==> src/rtl/operand_loader_pkg.sv <==
// Shared constants for operand_loader: FSM state encoding and nibble width.
// Latency: n/a (declarations only).
// Backpressure: n/a.
package operand_loader_pkg;

    localparam int NIB = 4;

    // 2'b11 is deliberately left unencoded; the FSM recovers from it to LOAD_A.
    typedef enum logic [1:0] {
        LOAD_A = 2'b00,
        LOAD_B = 2'b01,
        HOLD   = 2'b10
    } state_e;

    // Number of nibble beats needed to fill one operand of width w.
    function automatic int beats_for(input int w);
        return w / NIB;
    endfunction

endpackage

==> src/rtl/operand_loader_edge_det.sv <==
// Rising-edge detector for a level input (push-button style load strobe).
// Latency: combinational rise output, one flop of history.
// Backpressure: none; ports clk, rst_n (sync, active-low), d, rise.
// Built only with OPERAND_LOADER_LOAD_EDGE_EN, the only build that uses it.
`ifdef OPERAND_LOADER_LOAD_EDGE_EN
module edge_det (
    input  logic clk,
    input  logic rst_n,
    input  logic d,
    output logic rise
);

    logic d_q;
    logic d_d;

    always_comb begin
        d_d = d;
    end

    always_ff @(posedge clk) begin
        if (!rst_n) begin
            d_q <= 1'b0;
        end else begin
            d_q <= d_d;
        end
    end

    assign rise = d & ~d_q;

endmodule
`endif

==> src/rtl/operand_loader.sv <==
// Loads two WIDTH-bit operands nibble by nibble (MSB first, A then B) and holds the pair.
// Latency: 2*WIDTH/4 accepted nibbles to op_valid; pair released on op_valid && op_ready.
// Backpressure: while op_valid && !op_ready the pair is frozen and din_load is ignored.
// Ports: clk, rst_n (sync, active-low), din/din_load (nibble input + strobe), clr (sync abort),
//        op_a/op_b/op_valid/op_ready (operand pair handshake), state_o (FSM state for LEDs).
// Build option: OPERAND_LOADER_LOAD_EDGE_EN makes din_load a level; a nibble is taken
//               only on its 0->1 transition.
module operand_loader
    import operand_loader_pkg::*;
#(
    parameter int WIDTH = 8
) (
    input  logic             clk,
    input  logic             rst_n,
    input  logic [3:0]       din,
    input  logic             din_load,
    input  logic             clr,
    output logic [WIDTH-1:0] op_a,
    output logic [WIDTH-1:0] op_b,
    output logic             op_valid,
    input  logic             op_ready,
    output logic [1:0]       state_o
);

    localparam int BEATS = beats_for(WIDTH);
    localparam int CW    = (BEATS > 1) ? $clog2(BEATS) : 1;

    state_e           state_q, state_d;
    logic [CW-1:0]    beat_q, beat_d;
    logic [WIDTH-1:0] op_a_q, op_a_d;
    logic [WIDTH-1:0] op_b_q, op_b_d;
    logic             load_acc;
    logic             last_beat;

`ifdef OPERAND_LOADER_LOAD_EDGE_EN
    logic load_rise;

    edge_det u_edge_det (
        .clk  (clk),
        .rst_n(rst_n),
        .d    (din_load),
        .rise (load_rise)
    );

    assign load_acc = load_rise;
`else
    assign load_acc = din_load;
`endif

    assign last_beat = (beat_q == CW'(BEATS - 1));

    always_comb begin
        state_d = state_q;
        beat_d  = beat_q;
        op_a_d  = op_a_q;
        op_b_d  = op_b_q;

        if (clr) begin
            // Abort wins over loading and over a pending handshake.
            state_d = LOAD_A;
            beat_d  = '0;
            op_a_d  = '0;
            op_b_d  = '0;
        end else begin
            case (state_q)
                LOAD_A: begin
                    if (load_acc) begin
                        // Truncating the concat drops the oldest nibble: MSB-first shift.
                        op_a_d = WIDTH'({op_a_q, din});
                        if (last_beat) begin
                            beat_d  = '0;
                            state_d = LOAD_B;
                        end else begin
                            beat_d = beat_q + CW'(1);
                        end
                    end
                end
                LOAD_B: begin
                    if (load_acc) begin
                        op_b_d = WIDTH'({op_b_q, din});
                        if (last_beat) begin
                            beat_d  = '0;
                            state_d = HOLD;
                        end else begin
                            beat_d = beat_q + CW'(1);
                        end
                    end
                end
                HOLD: begin
                    // Operands are kept after the handshake so the downstream OR stays stable.
                    if (op_ready) begin
                        state_d = LOAD_A;
                        beat_d  = '0;
                    end
                end
                default: begin
                    state_d = LOAD_A;
                    beat_d  = '0;
                end
            endcase
        end
    end

    always_ff @(posedge clk) begin
        if (!rst_n) begin
            state_q <= LOAD_A;
            beat_q  <= '0;
            op_a_q  <= '0;
            op_b_q  <= '0;
        end else begin
            state_q <= state_d;
            beat_q  <= beat_d;
            op_a_q  <= op_a_d;
            op_b_q  <= op_b_d;
        end
    end

    assign op_a     = op_a_q;
    assign op_b     = op_b_q;
    assign op_valid = (state_q == HOLD);
    assign state_o  = state_q;

endmodule

==> config.mk <==
export PLATFORM = sky130hd
export DESIGN_NAME = operand_loader
export DESIGN_NICKNAME = d
export VERILOG_FILES = /design/src/rtl/operand_loader_pkg.sv /design/src/rtl/operand_loader_edge_det.sv /design/src/rtl/operand_loader.sv
export SDC_FILE = /design/constraint.sdc
export NUM_CORES = 1
export LEC_CHECK = 0
export CORE_ASPECT_RATIO = 0.6
export CORE_MARGIN = 4
export CORE_UTILIZATION = 30
export DETAILED_ROUTE_END_ITERATION = 16
export HOLD_SLACK_MARGIN = 0.12
export PLACE_DENSITY = 0.54
export SLEW_MARGIN = 20
export SYNTH_ARGS = -nofsm -noshare
export SYNTH_HDL_FRONTEND = slang
export SYNTH_SLANG_ARGS = --single-unit
export TNS_END_PERCENT = 10
==> constraint.sdc <==
create_clock -name clk -period 1.75 [get_ports clk]
set_clock_uncertainty 0.2 [all_clocks]
set_input_delay 0.35 -clock clk [delete_from_list [all_inputs] [get_ports clk]]
set_output_delay 0.35 -clock clk [all_outputs]
set_load 0.02 [all_outputs]
==> After elaboration in Yosys (flattened, before gate mapping) <==
Index checks and enable logic that the tools add are counted.
{ "classes": {"n_mux": 10, "n_eq_ne": 8, "n_addsub": 1, "reduce_logical": 7, "bitwise_logic": 1} }
{ "op_table": {"columns": ["operator", "count"], "rows": [
  ["two-way mux 2 bit", 5],
  ["inequality test 2 bit, second input constant", 4],
  ["case mux 2 bit (3 select lines)", 1],
  ["AND reduction 2 bit", 3],
  ["AND reduction 5 bit", 1],
  ["inequality test 2 x 1 -> 1 bit, second input constant", 2],
  ["OR reduction 2 bit", 2],
  ["two-way mux 1 bit", 3],
  ["== test 2 x 1 -> 1 bit, second input constant", 1],
  ["== test 2 bit, second input constant", 1],
  ["zero test 2 bit", 1],
  ["case mux 1 bit (2 select lines)", 1],
  ["adder 1 bit, second input constant", 1],
  ["NOT 1 bit", 1]
]} }
{ "totals": {"in_bits": 9, "word_cells": 31, "output_inout_bits": 19, "regBits": 19} }

==> Logic depth before layout (Yosys ltp) <==
{ "depth": {"ltp_word": 4, "depth_mapped": 4, "mapped_depth_nobuf": 2} }

==> Least setup slack after synthesis <==
Ideal clock, no wire load.
{ "synth_path": {"kind": "reg2out", "start": "reg state_q[1] (netlist: state_o[1])", "end": "out op_valid", "arrival_ns": 0.928, "required_time_ns": 1.200, "slack_ns": 0.272, "n_path_buf": 1, "stages_incl_launch_ff": 3, "path_cell_list": "dfxtp_1 buf_6 nor2b_1"} }
{ "synth_between": {"elab_chain_len": 1} }
{ "synth_lines": {"columns": ["item", "line", "text"], "rows": [
  ["start, declared", "operand_loader.sv:28", "state_e state_q, state_d;"],
  ["start signal, assigned", "operand_loader.sv:111", "state_q <= state_d;"],
  ["== test 2 bit", "operand_loader.sv:120", "assign op_valid = (state_q == HOLD);"],
  ["end, declared", "operand_loader.sv:20", "output logic op_valid,"]
]} }
Every way passes these cells.

==> Final worst setup path <==
Ends and elaborated chain as after synthesis.

==> flow_metrics.py <==
metrics = {
    "run_status": {
        "status": "complete, no violations",
    },
    "setup_path": {
        "slowest_stage": "dfxtp_1",
        "crit_chain": "nor2b_1 -> dlygate4sd2_1",
        "max_stage_delay_ns": 0.35,
        "cp.arrival_ns": 1.07,
        "cp-start-kind": "flip-flop",
        "path_max_fanout": 3,
        "required_ns": 1.20,
        "rr_worst_depth": 3,
        "cp-end-kind": "output port",
        "setup.worst_path.class": "flip-flop to output port",
        "reg2reg_slack_ns": 0.34,
    },
    "global_routing": {
        "grt_pass1_wl_um": 3187,
        "grt_use_total_pct": 10.48,
        "grt_max_degree": 21,
        "grt_pass1_vias": 660,
        "antenna_found_initial": 0,
        "gr-total-overflow": 0,
    },
    "finish": {
        "layout-drive-gt1-share_pct": 13.64,
        "nNetsFinal": 120,
        "fin_cells": 142,
        "diodes": 0,
        "area_growth_pct": 43.52,
    },
    "worst_hold_path": {
        "hp-class": "flip-flop to flip-flop",
        "hold_depth": 2,
    },
    "yosys": {
        "yosysTopAreaCell": "dfxtp_1",
        "async_flop_share_pct": 0,
        "synth_cell_types": 19,
        "ys_warn_count": 0,
        "syn-num-nets": 89,
        "ys_seq_area_share_pct": 43.80,
        "netlist_instances": 80,
        "synth_top_area_share_pct": 43.80,
        "syn_area_um2": 868.3,
        "synthFlopType": "dfxtp_1",
        "synth-edff-count": 0,
        "postSynthAreaPerCell_um2": 10.85,
        "synthTopCellsByArea": "dfxtp_1, nand3b_1, mux2i_1",
        "ys_ff_latch": 19,
    },
    "cts": {
        "clkLatencyLatePin_ns": 0.25,
        "root_buffer": "clkbuf_8",
        "cts-buffers-inserted": 3,
        "cts_max_path_buffers": 2,
        "path_clk_slew_ns": 0.07,
        "numClockSinks": 19,
        "cts_tree": "yes",
        "post-cts-setup-buffers": 0,
        "htreeDepth": 1,
        "ctsHoldBuffers": 0,
    },
    "power": {
        "p_int_mw": 0.6479,
        "clkPwrFrac_pct": 36.5,
        "power.total_mw": 0.8395,
        "seqPwrFrac_pct": 52.6,
        "p_sw_mw": 0.1916,
        "swShare_pct": 22.82,
        "cellLeakagePower_nw": 0.6013,
        "p_per_area_mw_per_mm2": 673.7,
        "p_comb_share_pct": 10.9,
        "ir_worst_vdd_v": 0.0003754,
    },
    "place": {
        "place_hpwl_um": 1404,
        "gp_congestion": 0.7583,
        "numPortBuffers": 27,
        "pre_cts_ws_ns": -0.05572,
        "placedCellCount": 138,
    },
    "timing": {
        "finalSetupViolations": 0,
        "tns_ns": 0,
        "slew_violations": 0,
        "fmax_mhz": 617.0,
        "slew_headroom_pct": 82.13,
        "fin_ws_ns": 0.1294,
        "rsz0062_at_grt": "no",
        "hold_viol": 0,
        "fin_crit_ns": 1.621,
        "fin_crit_sh_pct": 92.61,
        "worst_pin_slew_ns": 0.2681,
    },
    "floorplan": {
        "core_mm2": 0.002628,
        "die-area_mm2": 0.003848,
        "ios": 28,
        "die_w_um": 77.46,
        "die_y_um": 49.68,
        "row_count": 14,
        "start_util_pct": 33.05,
    },
    "detailed_routing": {
        "drt_iter0_drc": 51,
        "vias": 683,
        "drc": 0,
        "wire_per_inst_um": 13.41,
        "routed_wirelength_um": 1904,
        "ant_nets": 0,
        "viasPerCell": 4.810,
        "drtPass1Iterations": 4,
    },
    "flow_run": {
        "drv_cap": 0,
    },
}
layout by cell type, fill, tap and decap left out:
cell             Yosys  final
dlygate4sd2_1        0     17
nor3b_2              1      1
clkbuf_8             0      3
a21oi_1              1      1
a21bo_2              1      1
buf_4                1      6
mux2i_1             16     16
a211oi_1             1      1
nand3b_1            22     22
inv_1                1      1
nand2b_1             2      2
nand4b_1             1      1
clkdlybuf4s50_1      0      8
buf_12               0      2
and3b_1              1      1
or3b_1               2      2
a221oi_2             1      1
nor2b_1              1      1
clkinv_2             0      1
dlymetal6s2s_1       0      2
dfxtp_1             19     19
o21a_1               1      1
power by group through the flow:
stage / clock [mW] / combinational [mW] / sequential, mW
2_1_floorplan: 0 / 0.0432 / 0.457
3_3_place_gp: 0 / 0.0955 / 0.452
3_5_place_dp: 0 / 0.0951 / 0.452
4_1_cts: 0.321 / 0.0924 / 0.441
5_1_grt: 0.339 / 0.0982 / 0.442
6_report: 0.306 / 0.0917 / 0.442
metal layers:
metal / routed length, um / share of wire, % / track usage [%] / vias up
met5: 0 / 0 / 0 / -
met2: 769 / 40 / 14.90 / 15
li1: - / - / - / 349
met4: 6 / 0.32 / 1.775 / 0
met1: 1046 / 55 / 14.80 / 317
met3: 82 / 4.3 / 4.364 / 2
final cells by class:
type / instances / area [um2]
fill: 255 / 1381
multi-input combinational: 51 / 436.7
sequential: 19 / 380.4
timing repair buffer: 35 / 339.1
clock buffer: 3 / 41.29
tap: 32 / 40.04
clock inverter: 1 / 5.005
inverter: 1 / 3.754
synthesized netlist by cell type, drive strengths merged, types with 2 or more instances:
cell    number
or3b         2
mux2i       16
clkbuf       5
nand3b      22
dfxtp       19
nand2b       2
buf          4
worst max-delay path, delay by kind of cell, from the launching register on:
family,cells,cell delay (ns)
and+or+nand+nor,1,0.13
DFF,1,0.35
buffers and inverters,1,0.34
registers in the layout, summed over array words and instances, names as in the netlist:
signal,cells
state_o,2
beat_q,1
op_a,8
op_b,8
path summary, 6_finish.rpt:
path / startpoint / endpoint
min: op_a[6] / op_a[6]
min reg2reg: op_a[6] / op_a[6]
max reg2reg: state_o[0] / beat_q
max: state_o[1] / op_valid
logic make-up (layout without fill, tap and decap cells):
logic type	after synthesis	count (layout)	synth area share [%]
buffers and inverters	10	40	5.908
muxes	16	16	18.44
AOI/OAI and AO/OA	5	5	5.187
DFF	19	19	43.80
and+or+nand+nor	30	30	26.66
per-stage QoR:
step / area, um2 / util (%) / hold WS [ns]
4_1_cts: 1241 / 47.24 / 0.2919
2_1_floorplan: 868.3 / - / 0.2813
5_1_grt: 1246 / 47.43 / 0.3182
3_3_place_gp: 1216 / 46.29 / 0.2748
6_report: 1246 / 47.43 / 0.2861
3_5_place_dp: 1216 / 46.29 / 0.2758
repair_timing:
action                     in CTS  in global routing
resized for setup              17                  2
pin swaps                       0                  0
setup endpoints to repair      17                  2
(Power assumes the default switching activity.)
